$ cat src/rtl/fp32_mul_seq_if.sv
// Handshake and operand/result bundle for the sequential fp32 multiplier.
interface fp32_mul_seq_if;
  logic        start;
  logic [31:0] A;
  logic [31:0] B;
  logic [1:0]  round_mode;
  logic        busy;
  logic        done;
  logic [31:0] resultMul;
  logic        errorMul;
  logic        overflowMul;

  // Requester side: drives operands and start, observes status/result.
  modport master (
    output start, A, B, round_mode,
    input  busy, done, resultMul, errorMul, overflowMul
  );

  // Multiplier side.
  modport slave (
    input  start, A, B, round_mode,
    output busy, done, resultMul, errorMul, overflowMul
  );
endinterface

$ cat src/rtl/fp32_mul_seq.sv
// Multi-cycle IEEE-754 single-precision multiplier with start/done handshake.
// Iterative shift-add mantissa multiply, flush-to-zero on subnormal in/out.
// Optional macro MUL_RADIX4_EN: consume two multiplier bits per MULT cycle
// (12 MULT cycles instead of 24); results are bit-identical.
module fp32_mul_seq (
  input logic           clk,
  input logic           reset,
  fp32_mul_seq_if.slave bus
);

  localparam int unsigned BIAS   = 127;
  localparam int unsigned MANT_W = 24;
  localparam int unsigned ACC_W  = 2 * MANT_W;
  localparam int unsigned EXP_W  = 10;
  localparam int unsigned CNT_W  = 5;

  localparam logic [2:0] S_IDLE   = 3'd0;
  localparam logic [2:0] S_UNPACK = 3'd1;
  localparam logic [2:0] S_MULT   = 3'd2;
  localparam logic [2:0] S_NORM   = 3'd3;
  localparam logic [2:0] S_ROUND  = 3'd4;
  localparam logic [2:0] S_DONE   = 3'd5;

`ifdef MUL_RADIX4_EN
  localparam logic [CNT_W-1:0] LAST_CNT = CNT_W'(11);
`else
  localparam logic [CNT_W-1:0] LAST_CNT = CNT_W'(23);
`endif

  localparam logic [31:0] QNAN = 32'h7FC0_0000;

  // State and captured request
  logic [2:0]              r_state;
  logic [31:0]             r_a;
  logic [31:0]             r_b;
  logic [1:0]              r_rm;
  logic                    r_sign;

  // Multiply datapath
  logic [MANT_W-1:0]       r_ma;
  logic [MANT_W-1:0]       r_mb;
`ifdef MUL_RADIX4_EN
  logic [MANT_W+1:0]       r_mb3;
`endif
  logic [ACC_W-1:0]        r_acc;
  logic [CNT_W-1:0]        r_cnt;

  // Normalised intermediate
  logic signed [EXP_W-1:0] r_exp;
  logic [MANT_W-2:0]       r_mant;
  logic                    r_g;
  logic                    r_s;

  // Registered outputs
  logic                    r_busy;
  logic                    r_done;
  logic [31:0]             r_result;
  logic                    r_err;
  logic                    r_ovf;

  // Combinational helpers
  logic [2:0]              w_next_state;
  logic                    w_sign;
  logic [7:0]              w_a_exp;
  logic [7:0]              w_b_exp;
  logic                    w_a_nan;
  logic                    w_b_nan;
  logic                    w_a_inf;
  logic                    w_b_inf;
  logic                    w_a_zero;
  logic                    w_b_zero;
  logic                    w_special;
  logic [31:0]             w_sp_result;
  logic                    w_sp_err;
  logic [ACC_W-1:0]        w_addend;
  logic signed [EXP_W-1:0] w_exp_sum;
  logic signed [EXP_W-1:0] w_norm_exp;
  logic [MANT_W-2:0]       w_norm_mant;
  logic                    w_norm_g;
  logic                    w_norm_s;
  logic                    w_inc;
  logic [MANT_W-1:0]       w_mant_rnd;
  logic signed [EXP_W-1:0] w_exp_rnd;
  logic [31:0]             w_rnd_result;
  logic                    w_rnd_ovf;

  assign w_sign   = r_a[31] ^ r_b[31];
  assign w_a_exp  = r_a[30:23];
  assign w_b_exp  = r_b[30:23];
  assign w_a_nan  = (w_a_exp == 8'hFF) && (r_a[22:0] != 23'd0);
  assign w_b_nan  = (w_b_exp == 8'hFF) && (r_b[22:0] != 23'd0);
  assign w_a_inf  = (w_a_exp == 8'hFF) && (r_a[22:0] == 23'd0);
  assign w_b_inf  = (w_b_exp == 8'hFF) && (r_b[22:0] == 23'd0);
  assign w_a_zero = (w_a_exp == 8'h00);
  assign w_b_zero = (w_b_exp == 8'h00);

  // Special-operand classification; subnormals count as zero
  always_comb begin
    w_special   = 1'b1;
    w_sp_result = {w_sign, 31'd0};
    w_sp_err    = 1'b0;
    if (w_a_nan || w_b_nan || (w_a_zero && w_b_inf) || (w_a_inf && w_b_zero)) begin
      w_sp_result = QNAN;
      w_sp_err    = 1'b1;
    end else if (w_a_inf || w_b_inf) begin
      w_sp_result = {w_sign, 8'hFF, 23'd0};
    end else if (w_a_zero || w_b_zero) begin
      w_sp_result = {w_sign, 31'd0};
    end else begin
      w_special = 1'b0;
    end
  end

  // Partial product for the current MULT step
`ifdef MUL_RADIX4_EN
  always_comb begin
    w_addend = '0;
    case (r_ma[1:0])
      2'd1:    w_addend = ACC_W'(r_mb);
      2'd2:    w_addend = ACC_W'(r_mb) << 1;
      2'd3:    w_addend = ACC_W'(r_mb3);
      default: w_addend = '0;
    endcase
    w_addend = w_addend << {r_cnt, 1'b0};
  end
`else
  always_comb begin
    w_addend = '0;
    if (r_ma[0]) begin
      w_addend = ACC_W'(r_mb) << r_cnt;
    end
  end
`endif

  // Normalise the 48-bit product and extract guard/sticky
  always_comb begin
    w_exp_sum = EXP_W'(w_a_exp) + EXP_W'(w_b_exp) - EXP_W'(BIAS);
    if (r_acc[ACC_W-1]) begin
      w_norm_mant = r_acc[46:24];
      w_norm_g    = r_acc[23];
      w_norm_s    = |r_acc[22:0];
      w_norm_exp  = w_exp_sum + 10'sd1;
    end else begin
      w_norm_mant = r_acc[45:23];
      w_norm_g    = r_acc[22];
      w_norm_s    = |r_acc[21:0];
      w_norm_exp  = w_exp_sum;
    end
  end

  // Rounding increment, carry into exponent, and range packing
  always_comb begin
    case (r_rm)
      2'b00:   w_inc = (r_g | r_s) & ~r_sign;
      2'b01:   w_inc = (r_g | r_s) & r_sign;
      2'b10:   w_inc = r_g & (r_s | r_mant[0]);
      default: w_inc = r_g;
    endcase
    w_mant_rnd = {1'b0, r_mant} + MANT_W'(w_inc);
    w_exp_rnd  = r_exp + (w_mant_rnd[MANT_W-1] ? 10'sd1 : 10'sd0);
    w_rnd_ovf  = 1'b0;
    if (w_exp_rnd >= 10'sd255) begin
      w_rnd_result = {r_sign, 8'hFF, 23'd0};
      w_rnd_ovf    = 1'b1;
    end else if (w_exp_rnd <= 10'sd0) begin
      w_rnd_result = {r_sign, 31'd0};
    end else begin
      w_rnd_result = {r_sign, w_exp_rnd[7:0], w_mant_rnd[MANT_W-2:0]};
    end
  end

  // Next-state logic
  always_comb begin
    w_next_state = r_state;
    case (r_state)
      S_IDLE:   if (bus.start) w_next_state = S_UNPACK;
      S_UNPACK: w_next_state = w_special ? S_DONE : S_MULT;
      S_MULT:   if (r_cnt == LAST_CNT) w_next_state = S_NORM;
      S_NORM:   w_next_state = S_ROUND;
      S_ROUND:  w_next_state = S_DONE;
      S_DONE:   w_next_state = S_IDLE;
      default:  w_next_state = S_IDLE;
    endcase
  end

  // State register
  always_ff @(posedge clk or posedge reset) begin
    if (reset) begin
      r_state <= S_IDLE;
    end else begin
      r_state <= w_next_state;
    end
  end

  // Datapath and registered outputs
  always_ff @(posedge clk or posedge reset) begin
    if (reset) begin
      r_a      <= '0;
      r_b      <= '0;
      r_rm     <= '0;
      r_sign   <= 1'b0;
      r_ma     <= '0;
      r_mb     <= '0;
`ifdef MUL_RADIX4_EN
      r_mb3    <= '0;
`endif
      r_acc    <= '0;
      r_cnt    <= '0;
      r_exp    <= '0;
      r_mant   <= '0;
      r_g      <= 1'b0;
      r_s      <= 1'b0;
      r_busy   <= 1'b0;
      r_done   <= 1'b0;
      r_result <= '0;
      r_err    <= 1'b0;
      r_ovf    <= 1'b0;
    end else begin
      r_busy <= (w_next_state != S_IDLE);
      r_done <= (w_next_state == S_DONE);
      case (r_state)
        S_IDLE: begin
          if (bus.start) begin
            r_a   <= bus.A;
            r_b   <= bus.B;
            r_rm  <= bus.round_mode;
            r_err <= 1'b0;
            r_ovf <= 1'b0;
          end
        end
        S_UNPACK: begin
          r_sign <= w_sign;
          if (w_special) begin
            r_result <= w_sp_result;
            r_err    <= w_sp_err;
            r_ovf    <= 1'b0;
          end else begin
            r_ma  <= {1'b1, r_a[22:0]};
            r_mb  <= {1'b1, r_b[22:0]};
`ifdef MUL_RADIX4_EN
            r_mb3 <= (MANT_W+2)'({1'b1, r_b[22:0]}) + ((MANT_W+2)'({1'b1, r_b[22:0]}) << 1);
`endif
            r_acc <= '0;
            r_cnt <= '0;
          end
        end
        S_MULT: begin
          r_acc <= r_acc + w_addend;
`ifdef MUL_RADIX4_EN
          r_ma  <= r_ma >> 2;
`else
          r_ma  <= r_ma >> 1;
`endif
          r_cnt <= r_cnt + CNT_W'(1);
        end
        S_NORM: begin
          r_exp  <= w_norm_exp;
          r_mant <= w_norm_mant;
          r_g    <= w_norm_g;
          r_s    <= w_norm_s;
        end
        S_ROUND: begin
          r_result <= w_rnd_result;
          r_ovf    <= w_rnd_ovf;
          r_err    <= 1'b0;
        end
        default: begin
        end
      endcase
    end
  end

  assign bus.busy        = r_busy;
  assign bus.done        = r_done;
  assign bus.resultMul   = r_result;
  assign bus.errorMul    = r_err;
  assign bus.overflowMul = r_ovf;

endmodule

$ cat src/flat_wrapper.sv
// flat-port wrapper written by rule: the top's interface ports become plain ports
module fp32_mul_seq_flat 
  (clk, reset, bus_start, bus_A, bus_B, bus_round_mode, bus_busy, bus_done, bus_resultMul, bus_errorMul, bus_overflowMul);
  fp32_mul_seq_if bus_i ();
  input logic clk;
  input logic reset;
  input wire logic [$bits(bus_i.start)-1:0] bus_start;
  input wire logic [$bits(bus_i.A)-1:0] bus_A;
  input wire logic [$bits(bus_i.B)-1:0] bus_B;
  input wire logic [$bits(bus_i.round_mode)-1:0] bus_round_mode;
  output wire logic [$bits(bus_i.busy)-1:0] bus_busy;
  output wire logic [$bits(bus_i.done)-1:0] bus_done;
  output wire logic [$bits(bus_i.resultMul)-1:0] bus_resultMul;
  output wire logic [$bits(bus_i.errorMul)-1:0] bus_errorMul;
  output wire logic [$bits(bus_i.overflowMul)-1:0] bus_overflowMul;
  assign bus_i.start = bus_start;
  assign bus_i.A = bus_A;
  assign bus_i.B = bus_B;
  assign bus_i.round_mode = bus_round_mode;
  assign bus_busy = bus_i.busy;
  assign bus_done = bus_i.done;
  assign bus_resultMul = bus_i.resultMul;
  assign bus_errorMul = bus_i.errorMul;
  assign bus_overflowMul = bus_i.overflowMul;
  fp32_mul_seq u_core (.clk(clk), .reset(reset), .bus(bus_i));
endmodule
$ cat config.mk
export PLATFORM = sky130hd
export DESIGN_NAME = fp32_mul_seq_flat
export DESIGN_NICKNAME = d
export VERILOG_FILES = /design/src/rtl/fp32_mul_seq_if.sv /design/src/rtl/fp32_mul_seq.sv /design/src/flat_wrapper.sv
export SDC_FILE = /design/constraint.sdc
export NUM_CORES = 1
export LEC_CHECK = 0
export ABC_AREA = 1
export CORE_ASPECT_RATIO = 1.5
export CORE_MARGIN = 4
export CORE_UTILIZATION = 45
export CTS_CLUSTER_SIZE = 20
export DETAILED_ROUTE_END_ITERATION = 16
export PLACE_DENSITY = 0.7
export SYNTH_ARGS = -nofsm -noshare
export SYNTH_HDL_FRONTEND = slang
export SYNTH_SLANG_ARGS = --single-unit
export TNS_END_PERCENT = 20
$ cat constraint.sdc
create_clock -name clk -period 22.3 [get_ports clk]
set_input_delay 4.46 -clock clk [delete_from_list [all_inputs] [get_ports clk]]
set_output_delay 4.46 -clock clk [all_outputs]
set_load 0.05 [all_outputs]
Word-level counts from Yosys, hierarchy flattened

Index checks and enable logic that the tools add are counted.

Register bits: 242
Input port bits: 69
Output and inout port bits: 36

$add $sub $neg: 7
$lt $le $gt $ge: 2
Equality and inequality tests: 13
Shifts and indexed selects: 1
Multiplexer cells: 33
Bitwise logic cells: 8
Reduce and logical (&&, ||, !) cells: 30

Operators by type and width:

| cell                                                 | number |
|---|---|
| 2-to-1 mux 48 bit                                    | 2 |
| one-hot mux 48 bit (2 select lines)                  | 1 |
| 2-to-1 mux 31 bit                                    | 3 |
| 2-to-1 mux 32 bit                                    | 2 |
| one-hot mux 32 bit (2 select lines)                  | 1 |
| adder 48 bit                                         | 1 |
| one-hot mux 24 bit (2 select lines)                  | 1 |
| left shift 24 x 5 -> 48 bit                          | 1 |
| logical NOT 23 bit                                   | 2 |
| nonzero test 23 bit                                  | 2 |
| adder 23 x 1 -> 24 bit                               | 1 |
| 2-to-1 mux 24 bit                                    | 1 |
| 2-to-1 mux 23 bit                                    | 1 |
| OR reduction 23 bit                                  | 1 |
| OR reduction 22 bit                                  | 1 |
| equality test 8 bit, second input constant           | 2 |
| logical NOT 8 bit                                    | 2 |
| one-hot mux 3 bit (5 select lines)                   | 1 |
| 2-to-1 mux 1 bit                                     | 11 |
| adder 10 bit                                         | 1 |
| adder 10 x 2 -> 10 bit, second input constant        | 1 |
| >= comparator 10 x 9 -> 1 bit, second input constant | 1 |
| <= comparator 10 x 1 -> 1 bit, second input constant | 1 |
| 2-to-1 mux 10 bit                                    | 1 |
| 27 further kinds                                     | 52 |

Longest topological paths before layout

Gate-level depths: netlist (run 1).

Word-level depth: 10
Depth in mapped cells: 30

Worst setup path before layout (run 1)

Ideal clock, no wire load.

Path kind: input port to flip-flop
Start point: in bus_start
End point: reg u_core.r_a[23]
Setup time: 0.133 ns
Arrival time: 5.298 ns
Data required time: 22.167 ns
Path slack: 16.870 ns
Cell stages on the path: 5
Cell sequence: nand3_1 > inv_1 > clkbuf_1 > clkbuf_1 > o21ai_0

Word-level cells in the longest chain between the ends: 1

Ends and longest elaborated chain:

| what                                 | RTL line            | RTL |
|---|---|---|
| from (decl)                          | flat_wrapper.sv:7   | `input wire logic [$bits(bus_i.start)-1:0] bus_start;` |
| AND reduction 2 bit (no source line) | -                   |  |
| to (signal assigned)                 | fp32_mul_seq.sv:224 | `r_a <= bus.A;` |
| to (decl)                            | fp32_mul_seq.sv:34  | `logic [31:0] r_a;` |

Every way passes these cells.
A chain may end at the register's enable or synchronous reset.

Worst setup path after layout (run 1)

Start point: reg u_core.r_err (netlist: u_core.bus.errorMul)
End point: out bus_errorMul

RTL lines:

| what                   | RTL line            | RTL |
|---|---|---|
| from (decl)            | fp32_mul_seq.sv:58  | `logic r_err;` |
| from (signal assigned) | fp32_mul_seq.sv:235 | `r_err <= w_sp_err;` |
| to (decl)              | flat_wrapper.sv:14  | `output wire logic [$bits(bus_i.errorMul)-1:0] bus_errorMul;` |

No word-level cell between the ends.

==> results, run 1 <==
- The number of instances in the synthesized netlist is between 2000 and 2500.
- Cells fill between 50% and 60% of the core in the end.
- The mux contribution to synthesized area is less than 1%.
- In the routed design, unresolved DRC markers number 0.
- The congestion estimate from routability-driven global placement came to 0.984.
- The total count of hold-check failures in the final report is 0.
- At the pin with the least slew margin, the transition time is 929 ps.
- Setup slack on the critical path of the routed design comes to 16090 ps.
- The number of nets still failing antenna checks after routing is 0.
- The number of top-level pins is 105.
- Counting every net in the synthesized netlist gives 2570.
- The total number of H-tree levels is 1.
- The core region is 35800 um^2.
- For the worst setup path, the data required time is 17840 ps.
- Yosys printed 0 warnings.
- The endpoint type of the worst setup path is an output pin.
- Across the routed clock network, the largest skew measured is 13.4 ps.
- The sequential fraction of the synthesis area is 37.0%.
- The kind of cell with the highest combined delay on the critical path is buffers and inverters.
- The first global-routing pass estimated between 80000 and 90000 um of wire.
- The initial utilization of the core area, before any placement, comes to 45.6%.
- The maximum fanout along the worst path is 2.
- The count of flip-flops with a built-in enable after synthesis is 0.
- Each instance of the synthesized netlist takes up on average around 6.7 um^2.
- After synthesis the cells add up to 16300 um^2.
- The count of buffering cells on the critical path with inverters included is 1.
- Of the cells placed in the final design, the portion with a size suffix greater than 1 is around 3.1%.
- After Yosys synthesis, full adders, half adders and majority gates account for 5.07% of the synthesized area.
- Dividing the detail-routed via count by the number of cells gives ~5.3.
- For this block, the routed nets add up to roughly 50000 um of wire.
- The flow ran to the end, and the final reports show no timing, DRC or antenna violations.
- The timing-limited maximum frequency is 0.161 GHz.
- The worst hold path belongs to the class flop to flop.
- Summed over all cells, the static leakage comes to between 8 and 9 nW.
- The share of the cycle needed by the critical path after routing is 27.8%.
- Detailed placement ended at an HPWL of 39200 um.
- The buffer levels on the longest clock path is 3.
- The final count of pins violating max slew is 0.
- The arrival time of the worst setup path is 1750 ps.
- The aggregate negative setup slack is 0 ps.
- The max-cap check violation count is 0.
- The routed layout has 15846 vias.
- In this run the horizontal extent of the chip is 164 um.
- The post-cts sizing count is 0.
- The port buffer count is 104.
- The simple-gate share of the synthesized area is 31.9%.
- Buffers added to address setup during post-CTS repair amount to 0.
- The critical path start-end classification is flop to output pin.
- The die covers 39500 um^2.
- The routed design could run at a clock period as short as 6210 ps.
- The number of global-route vias before repair is 15686.
- The compound-cell area share of the yosys netlist is 15.0%.
- The synthesized-area fraction occupied by xor and xnor cells is roughly 1.7%.
- The number of iterations in the first detailed-routing pass is 5.
- By area, the combinational part of the netlist is dominated by simple AND/OR/NAND/NOR gates.
- The final hold slack is 474 ps.
- Timing analysis after detailed placement gives a worst setup slack of 15740 ps.
- The clock latency reported for the late side of the worst-skew pair is approximately 560 ps.
- The distinct cell type count of the synthesized netlist is between 40 and 50.
- Entering global routing, the biggest net connects 111 pins.
- The stage delay of the slowest cell on the critical path is 820 ps.
- For this run, the leading register cell type out of synthesis is dfrtp_1.
- The clock slew seen by the registers of the worst setup and hold paths is roughly 60 ps.
- The number of DRC violations after detailed-routing iteration 0 is 869.
- The type of origin of the critical path is a flop.
- The number of storage elements in the synthesis netlist is 242.
- For this design the ratio of total power to cell area is 125 nW/um^2.
- The tree is rooted in a clkbuf_16.
- The floorplan has 85 rows.
- Counting the buffers created by CTS gives 25.
- The worst vdd rail ir drop is around 0.00009 V.
- In the synthesized netlist the async set-or-reset flop fraction comes to 100%.
- Setup repair after global routing left no endpoint under its margin.
- The critical path goes through clkdlybuf4s50_1.
- Global routing consumed, over all layers together, 25.5% of the routing resources.
- The TritonCTS clock tree is done.
- In this run the tightest slew margin relative to its limit is 37.9%.
- The total overflow left after global routing is 0.
- The slowest cell on the critical path is clkdlybuf4s50_1.
- After detailed routing, the average wire length per cell comes to roughly 17 um.
- The die is 241 um tall.
- Compared with the post-synthesis result, the final layout area differs by 13.4%.
- The fill cell instance count of the final layout is 3712.
- The initial antenna violation count is 0.
- Setup violations remaining at the end of the flow were counted as 0.
- The layout net count is 2626.
- The clock net in this run drives a total of 242 sinks.
- Summing internal, switching and leakage power gives 0.00232 W.
- In this run, post-CTS hold repair placed 0 buffers.
- The count of inserted antenna diode cells is 0.
- The area occupied by registers is 6060 um^2.
- In the final layout, the multi-input gates occupy roughly 9000 um^2.
## per-layer routing
layer / track usage [%] / wire [um]
met5: 0 / 0
met4: 12.4 / 2730
met3: 2.62 / 1890
met2: 48.3 / 26100
met1: 28.3 / 19400
## report_power, final
| part | internal (W) | switching, W | leakage (nW) |
|---|---|---|---|
| Sequential | 0.000600 | 0.000125 | 3.14 |
| Combinational | 0.000362 | 0.000794 | 5.30 |
| Clock | 0.000251 | 0.000185 | 0.418 |
| Total | 0.00121 | 0.00110 | 8.86 |
## placed cells by master (no fill, tap or decap), drive strengths merged, types with 4 or more instances in the layout
cell	n
or2	8
dfrtp	242
buf	9
nor4	7
inv	287
o21bai	9
nand2	808
nor3	41
ha	63
o22ai	34
a31oi	21
xnor2	11
o211ai	13
nand3	137
o21ai	289
nand4	39
and2	4
xor2	20
mux2i	7
a21oi	80
clkinv	7
clkbuf	34
nor2	214
clkdlybuf4s50	104
nand3b	5
## final timing paths
kind                                           from                        to  slack, ps  cells past startpoint
min in group asynchronous                     reset           u_core.r_exp[6]       4410                      2
max reg2reg                         u_core.r_cnt[1]          u_core.r_acc[28]      17330                     17
max                             u_core.bus.errorMul              bus_errorMul      16090                      1
min                        u_core.bus.resultMul[23]  u_core.bus.resultMul[23]        470                      2
max in group asynchronous                     reset           u_core.r_ma[19]      16420                      3
min reg2reg                u_core.bus.resultMul[23]  u_core.bus.resultMul[23]        470                      2
## synthesized netlist by cell type, types with 13 or more instances
master / count / area (um^2)
o21ai_0: 275 / 1380
o22ai_1: 34 / 213
nand2_1: 806 / 3030
buf_2: 17 / 85.1
nor3_1: 37 / 185
o211ai_1: 13 / 97.6
xor2_1: 20 / 175
o21ai_1: 13 / 65.1
ha_1: 63 / 788
a31oi_1: 21 / 131
nand4_1: 38 / 238
nor2_1: 211 / 792
inv_1: 281 / 1050
dfrtp_1: 242 / 6060
a21oi_1: 79 / 395
nand3_1: 134 / 671
clkbuf_1: 52 / 195
## cells by family (layout without fill, tap and decap cells)
kind of cell               count (synthesis)  in the layout
AOI/OAI and AO/OA                        456            456
xor gates and xnor gates                  31             31
adders and majority gates                 65             65
buffers and inverters                    371            443
DFF                                      242            242
muxes                                      7              7
and+or+nand+nor                         1264           1264
## cell type report
cell class | count | area share [%]
multi-input combinational | 1823 | 47.7
sequential | 242 | 32.7
timing repair buffer | 113 | 5.98
inverter | 287 | 5.85
clock buffer | 34 | 3.88
tap | 478 | 3.23
clock inverter | 9 | 0.655
## through the flow
stage | std cells | instance area [um^2]
after floorplan | 2436 | 16300
after global placement | 2943 | 17700
after detailed placement | 2943 | 17700
after CTS | 2986 | 18500
after global routing | 2986 | 18500
final | 2986 | 18500
## registers in the layout (all words and copies together), names as in the netlist, 2 cells and up
register,count
u_core.r_cnt,5
u_core.r_state,3
u_core.r_b,32
u_core.r_rm,2
u_core.r_ma,24
u_core.r_exp,10
u_core.r_acc,48
u_core.r_a,32
u_core.r_mant,23
u_core.r_mb,24
u_core.bus.resultMul,32
(Power assumes the default switching activity.)
==> run 2, diff against run 1 <==
==> constraint.sdc (replaced) <==
create_clock -name clk -period 6.25 [get_ports clk]
set_input_delay 1.25 -clock clk [delete_from_list [all_inputs] [get_ports clk]]
set_output_delay 1.25 -clock clk [all_outputs]
set_load 0.05 [all_outputs]
==> run 2 against run 1 <==
Effect of this change: via count rose by 0.35%; global-route usage rose by 0.62 points; flip-flop and latch count did not move; critical path depth rose by 25.
==> results, run 2 (synthesized netlist as in run 1, its figures left out) <==
- The critical path start-end classification is flop to flop.
- The origin of the critical flop-to-flop path is u_core.r_rm[0].
- 0 antenna diodes ended up in the layout.
- TritonCTS created 25 clock buffers.
- STA classifies the critical path startpoint as a flop.
- In this run the number of H-tree levels came out at 1.
- The total vias in the final route is 15902.
- The largest net degree at the start of global routing is 178.
- The number of setup violations in the final report is 0.
- The total detailed-routing wirelength is roughly 52000 um.
- After the last flow step, the layout net total stands at 2625.
- The utilization after layout is 51.8%.
- The flip-flop count of the largest register after layout is 48.
- In this run, post-CTS repair resized a total of 0 instances.
- The internal power of the cells is roughly 0.0043 W.
- Routability-driven placement finished with a final weighted congestion of slightly above 1.
- The wire length of the first global-routing pass is 81900 um.
- The wire-length estimate of the detail-placed layout is 41100 um.
- The final hold slack is about 480 ps.
- The die extent in x is 164 um.
- The share of the cycle needed by the critical path after routing is 81.8%.
- STA puts the critical path data arrival time at 5550 ps.
- The total core area is around 36000 um^2.
- The critical hold path startpoint is u_core.bus.overflowMul.
- The clock slew seen by the registers of the worst setup and hold paths is 60 ps.
- The timing-limited maximum frequency is about 0.20 GHz.
- VDD sags by at most 0.000416 V.
- The tightest slew margin relative to the limit is 25.7%.
- The endpoint type of the worst setup path is a flop.
- The clock sink count is 242.
- The worst path in the final design needs a cycle of 5110 ps, including I/O delays and setup.
- The number of hold buffers added after CTS was 0.
- The clock latency reported for the late side of the worst-skew pair is 570 ps.
- Leaving out fill and tap cells, the most frequent cells in the layout are nand2_1 (806), inv_1 (278), o21ai_0 (275), dfrtp_1 (242), nor2_1 (211).
- The tightest min-delay check is of the flop to flop type.
- On the final layout, the worst clock skew is slightly below 20 ps.
- For this design the static power due to leakage is 8.85 nW.
- The fill cell instance count of the final layout is 3639.
- Dividing the detail-routed via count by the number of cells gives 5.33.
- The flow ran to the end, and the final reports show no timing, DRC or antenna violations.
- The total count of hold-check failures in the final report is 0.
- The detailed router finished its first iteration with 983 violations.
- For this design the ratio of total power to cell area is 446 nW/um^2.
- The number of iterations in the first detailed-routing pass is 6.
- The floorplan step defined a die boundary enclosing 39500 um^2.
- The tool flagged a number of max-cap violations equal to 0.
- The switching power share of the total is 47.5%.
- In this run, the combinational gates consume 49.5% of the power.
- The endpoint required time on the critical path is ~6700 ps.
- Of all nets on the critical path, the largest fanout is 19.
- The clock root buffer is clkbuf_16.
- The first element of the critical path is u_core.r_rm[0].
- TritonCTS built the clock tree.
- The switching power total is 0.00393 W.
- Dividing the detail-routed wire length by the instance count gives 17.4 um.
- The synthesis-to-finish area growth is 13.5%.
- Pin placement for this block handled 105 I/O pins.
- The sequential fraction of design power is 31.6%.
- The initial antenna violation count is 0.
- In this run, the clock network consumes 18.9% of the power.
- The final count of pins violating max slew is 0.
- The count of standard-cell rows is 85.
- For this run the aggregate overflow at the end of global routing stands at 0.
- The aggregate negative setup slack is 0 ps.
- The transition time at the pin with the least slew margin is roughly 1100 ps.
- For this configuration, the core starts out at a cell density of between 40 and 50%.
- The port buffer count is roughly 100.
- The register with the most flip-flops is u_core.r_acc.
- Post-CTS timing repair inserted 0 buffers for setup.
- The final routed DRC violation total is 0.
- Setup repair after global routing left no endpoint under its margin.
- Global routing used 26.2% of the available tracks across all layers.
- The library cell used most frequently in the layout, excluding fill and tap cells, is nand2_1.
- The clock passes through at most 3 buffers.
- The number of global-route vias before repair came to 15593.
- In this run the remaining antenna-violating nets after routing total 0.
- The die is ~240 um tall.
- The post-route netlist has 3.07% of its cells at a drive strength greater than 1.
run 2: area by class of cell:
type | instances | area, um^2 | share of cell area, %
Clock buffer | 37 | 741 | 3.99
Clock inverter | 7 | 106 | 0.573
Inverter | 287 | 1080 | 5.83
Multi-Input combinational cell | 1823 | 8850 | 47.7
Sequential cell | 242 | 6060 | 32.6
Tap cell | 478 | 598 | 3.22
Timing Repair Buffer | 112 | 1110 | 6.00
run 2: worst max-delay path, stage by stage, from the launching register on:
cell and delay, ps:
dfrtp_1 410, o21bai_1 150, a21oi_1 50, nor3_1 240, ha_1 250, nand3_1 280, nor2_1 230, nand2_1 120
nor2_2 140, nand3_1 120, nor3_1 170, nand2_1 120, nor3_1 200, nand4_1 110, nor2_1 300, ha_1 370
ha_1 300, or2_2 290, nor2_1 110, nand3_1 100, nor2_1 130, nand3_2 180, and2_4 200, nand2_4 160
inv_2 110, nand2_1 70, o21ai_1 50
run 2: power groups by stage:
stage	Clock (W)	Combinational [W]	Sequential (W)
finish	0.00156	0.00409	0.00262
global route	0.00166	0.00467	0.00269
CTS	0.00160	0.00411	0.00261
detailed placement	0	0.00409	0.00263
global placement	0	0.00402	0.00262
floorplan	0	0.00291	0.00268
run 2: final timing paths:
kind / end / slack, ps / depth (start not counted)
min reg2reg: u_core.bus.overflowMul / 480 / 2
min in group asynchronous: u_core.r_mant[7] / 1240 / 3
min: u_core.bus.overflowMul / 480 / 2
max reg2reg: u_core.bus.resultMul[21] / 1140 / 26
max: u_core.bus.resultMul[21] / 1140 / 26
max in group asynchronous: u_core.r_ma[6] / 4090 / 3
run 2: metal layers:
layer  vias to the layer above  routed length [um]  global-route usage, %
met5                         -                   0                      0
met2                       408               27200                   49.6
li1                       8024                   -                      -
met3                       121                2200                   2.89
met4                         0                2950                   13.1
met1                      7349               19600                   28.5
run 2: through the flow:
| stage | power [W] | cells | cell area (um^2) | setup WS [ps] |
|---|---|---|---|---|
| after floorplan | 0.00559 | 2436 | 16300 | 1820 |
| after global routing | 0.00902 | 2986 | 18500 | 710 |
| after detailed placement | 0.00672 | 2942 | 17700 | 1170 |
| after CTS | 0.00832 | 2986 | 18500 | 1140 |
| after global placement | 0.00664 | 2942 | 17700 | 1160 |
| final | 0.00827 | 2986 | 18500 | 1140 |
==> run 3, diff against run 2 <==
--- a/config.mk
+++ b/config.mk
@@ -11,7 +11,7 @@
 export CORE_UTILIZATION = 45
 export CTS_CLUSTER_SIZE = 20
 export DETAILED_ROUTE_END_ITERATION = 16
-export PLACE_DENSITY = 0.7
+export PLACE_DENSITY = 0.73
 export SYNTH_ARGS = -nofsm -noshare
 export SYNTH_HDL_FRONTEND = slang
 export SYNTH_SLANG_ARGS = --single-unit
==> constraint.sdc (replaced) <==
create_clock -name clk -period 4.64 [get_ports clk]
set_input_delay 0.928 -clock clk [delete_from_list [all_inputs] [get_ports clk]]
set_output_delay 0.928 -clock clk [all_outputs]
set_load 0.05 [all_outputs]
==> run 3 against run 2 <==
Effect of this change: hold slack improved by 4.4 ps; sequential share of layout area decreased by 0.32 points; critical path depth is the same; via count shrank 0.36%; final area grew 0.98%; maximum frequency is 21% higher; wire length decreased by 4.8%; critical path type unchanged; largest cell class unchanged.
==> results, run 3 (synthesized netlist as in run 1, its figures left out) <==
- The initial antenna violation count is 2.
- The number of setup buffers added after CTS is 0.
- Along the worst path, the maximum fanout reaches 19.
- The wire-length estimate of the detail-placed layout is 38900 um.
- The capture endpoint of the worst hold path is u_core.bus.resultMul[29].
- The total routing usage reported by global routing is 25.2%.
- The run finished with clean final reports.
- TritonCTS built the clock tree.
- Counting every sink on the clock net gives 242.
- In the final layout, the share of cells above drive strength 1 is 4.22%.
- After filler insertion, the fill cell instance count of the layout stands at 3645.
- The flip-flop count of the largest register after layout is 48.
- The number of buffers and inverters on the critical path is 1.
- Counting along the longest clock path gives a buffer depth of 3.
- The register with the most flip-flops is u_core.r_acc.
- The total count of hold-check failures in the final report is 0.
- The worst hold path passes through 2 cells.
- The die extent in x is 164 um.
- The starting density of the core is 45.6%.
- Leaving out fill and tap cells, the most frequent cell in the layout is nand2_1.
- The endpoint type of the worst setup path is a flop.
- The core region is 35800 um^2.
- Compared with the post-synthesis result, the final layout area differs by 14.6%.
- In this design, the stage delay of the slowest critical-path cell is 400 ps.
- The die footprint is 39500 um^2.
- The kind of cell with the highest combined delay on the critical path is simple AND/OR/NAND/NOR gates.
- At the end of the flow, the number of nets in the layout was 2649.
- The final count of pins violating max slew is 0.
- The path depth of the worst reg2reg path is 26.
- The clock latency reported for the late side of the worst-skew pair is about 550 ps.
- Clock tree synthesis inserted a total of 25 buffers.
- The uppermost metal layer occupied by signal nets is met4.
- The number of iterations in the first detailed-routing pass is 5.
- The leakage power of the design is 8.96 nW.
- The tool flagged a number of max-cap violations equal to 0.
- For the finished layout, the period the worst path requires is 4220 ps.
- The wire length of the first global-routing pass is 79700 um.
- The number of DRC violations after detailed-routing iteration 0 is 938.
- The routed via count divided by cell count is roughly 5.3.
- Detailed routing placed a total of 1920 um of wire on met3.
- At the pin with the least slew margin, the transition time is 901 ps.
- The worst register-to-register path has a setup slack of 420 ps.
- The aggregate negative setup slack is 0 ps.
- In the layout the commonest cells are nand2_1 (806), inv_1 (278), o21ai_0 (274), dfrtp_1 (242), nor2_1 (210).
- Setup repair after global routing left no endpoint under its margin.
- At the end of routability-driven placement, the weighted congestion stood at between 1 and 1.5.
- In this run the most critical hold path is launched from u_core.bus.resultMul[29].
- In this run the remaining antenna-violating nets after routing total 0.
- During I/O placement, the number of pins put on the boundary was 105.
- Setup violations remaining at the end of the flow were counted as 0.
- The total vias in the final route is 15845.
- The share of the cycle needed by the critical path after routing is 91.0%.
- STA classifies the critical path startpoint as a flop.
- The area used by multi-input combinational logic is 8880 um^2.
- CTS placed an instance of clkbuf_16 at the clock tree root.
- The timing-limited maximum frequency is 0.237 GHz.
- The total overflow left after global routing is 0.
- The worst hold path belongs to the class flop to flop.
- The largest individual stage delay along the critical path comes from the cell dfrtp_1.
- In the final routing, the length of wire on met1 measures 18900 um.
- The met2 wire length is roughly 25000 um.
- In the final layout, flip-flops and latches occupy 6060 um^2.
- In the routed design, unresolved DRC markers number 0.
- Buffers placed on the I/O ports in this run total 104.
- The utilization after layout is 52.3%.
- Measured against its own limit, the worst slew margin works out to 39.8%.
- The worst vdd rail ir drop is 0.000542 V.
- After clock tree synthesis, the clock-pin slew on the worst setup and hold paths is 60 ps.
- The count of standard-cell rows is 85.
- Power spread over the standard cell area amounts to between 500 and 600 nW/um^2.
- The critical path start-end classification is flop to flop.
- The vertical die dimension is between 200 and 250 um.
- CTS built an H-tree with a depth of 1.
- The routed length per instance is 16.4 um.
- Clock skew on the completed layout was measured at approximately 17 ps.
- At the worst endpoint, the arrival time is approximately 4600 ps.
- Entering global routing, the biggest net connects 101 pins.
- The capture instance of the worst register-to-register path is u_core.bus.resultMul[21].
- STA puts the critical path data required time at 5050 ps.
- In this run the critical register-to-register path is launched from u_core.r_rm[0].
- The number of global-route vias before repair is between 15000 and 20000.
- Summed over all layers, the routed wires come to 49400 um.
==> run 3: cell types whose count changed in the layout (fill, tap and decap cells not counted), moves of 2 or more <==
cell and change:
diode_2 +2, clkinv_2 +5, buf_4 +23, inv_6 +2, clkbuf_8 -2
==> run 3: report_power, final <==
group	total [W]	internal, W	switching [W]
Sequential	0.00345	0.00289	0.000565
Combinational	0.00566	0.00180	0.00386
Clock	0.00200	0.00113	0.000863
==> run 3: what timing repair did <==
item                       CTS  global route
hold buffers                 0             0
resized for setup            0             6
setup endpoints to repair    0            30
==> run 3: worst max path at each step <==
stage | to | from | depth (start not counted) | slack (ps)
2_1_floorplan | u_core.bus.busy | reset | 1 | 540
3_3_place_gp | u_core.bus.resultMul[3] | u_core.r_rm[0] | 26 | 340
3_5_place_dp | u_core.bus.resultMul[21] | u_core.r_rm[0] | 26 | 220
4_1_cts | u_core.bus.resultMul[21] | u_core.r_rm[0] | 26 | 190
5_1_grt | u_core.bus.resultMul[21] | u_core.r_rm[0] | 26 | 1
6_report | u_core.bus.resultMul[21] | u_core.r_rm[0] | 26 | 420
==> run 3: metrics by stage <==
step	instance area (um^2)	worst slack [ps]	instances	hold WS (ps)	total power (W)
floorplan	16300	536	2436	445	0.00753
global placement	17900	336	2966	462	0.00894
detailed placement	17900	216	2966	467	0.00908
CTS	18700	187	3012	485	0.0111
global route	18700	1.18	3014	506	0.0121
finish	18700	420	3014	482	0.0111
==> run 3: per-layer routing <==
layer	GRT usage (%)	up-vias
met5	0	-
met3	2.77	146
met2	46.5	404
met4	14.8	0
li1	-	8083
met1	27.7	7212
==> run 3: final cells by class <==
class / count / area share (%)
diodes: 2 / 0.0267
clock buffers: 35 / 3.81
clock inverters: 11 / 0.501
inverters: 287 / 5.77
multi-input cells: 1823 / 47.4
flip-flops and latches: 242 / 32.3
well taps: 478 / 3.19
repair buffers: 136 / 6.97
==> run 3: tightest hold or removal path, stage by stage (launching register included) <==
cell	delay, ps
dfrtp_1	340
nand2_1	50
nand2_1	50
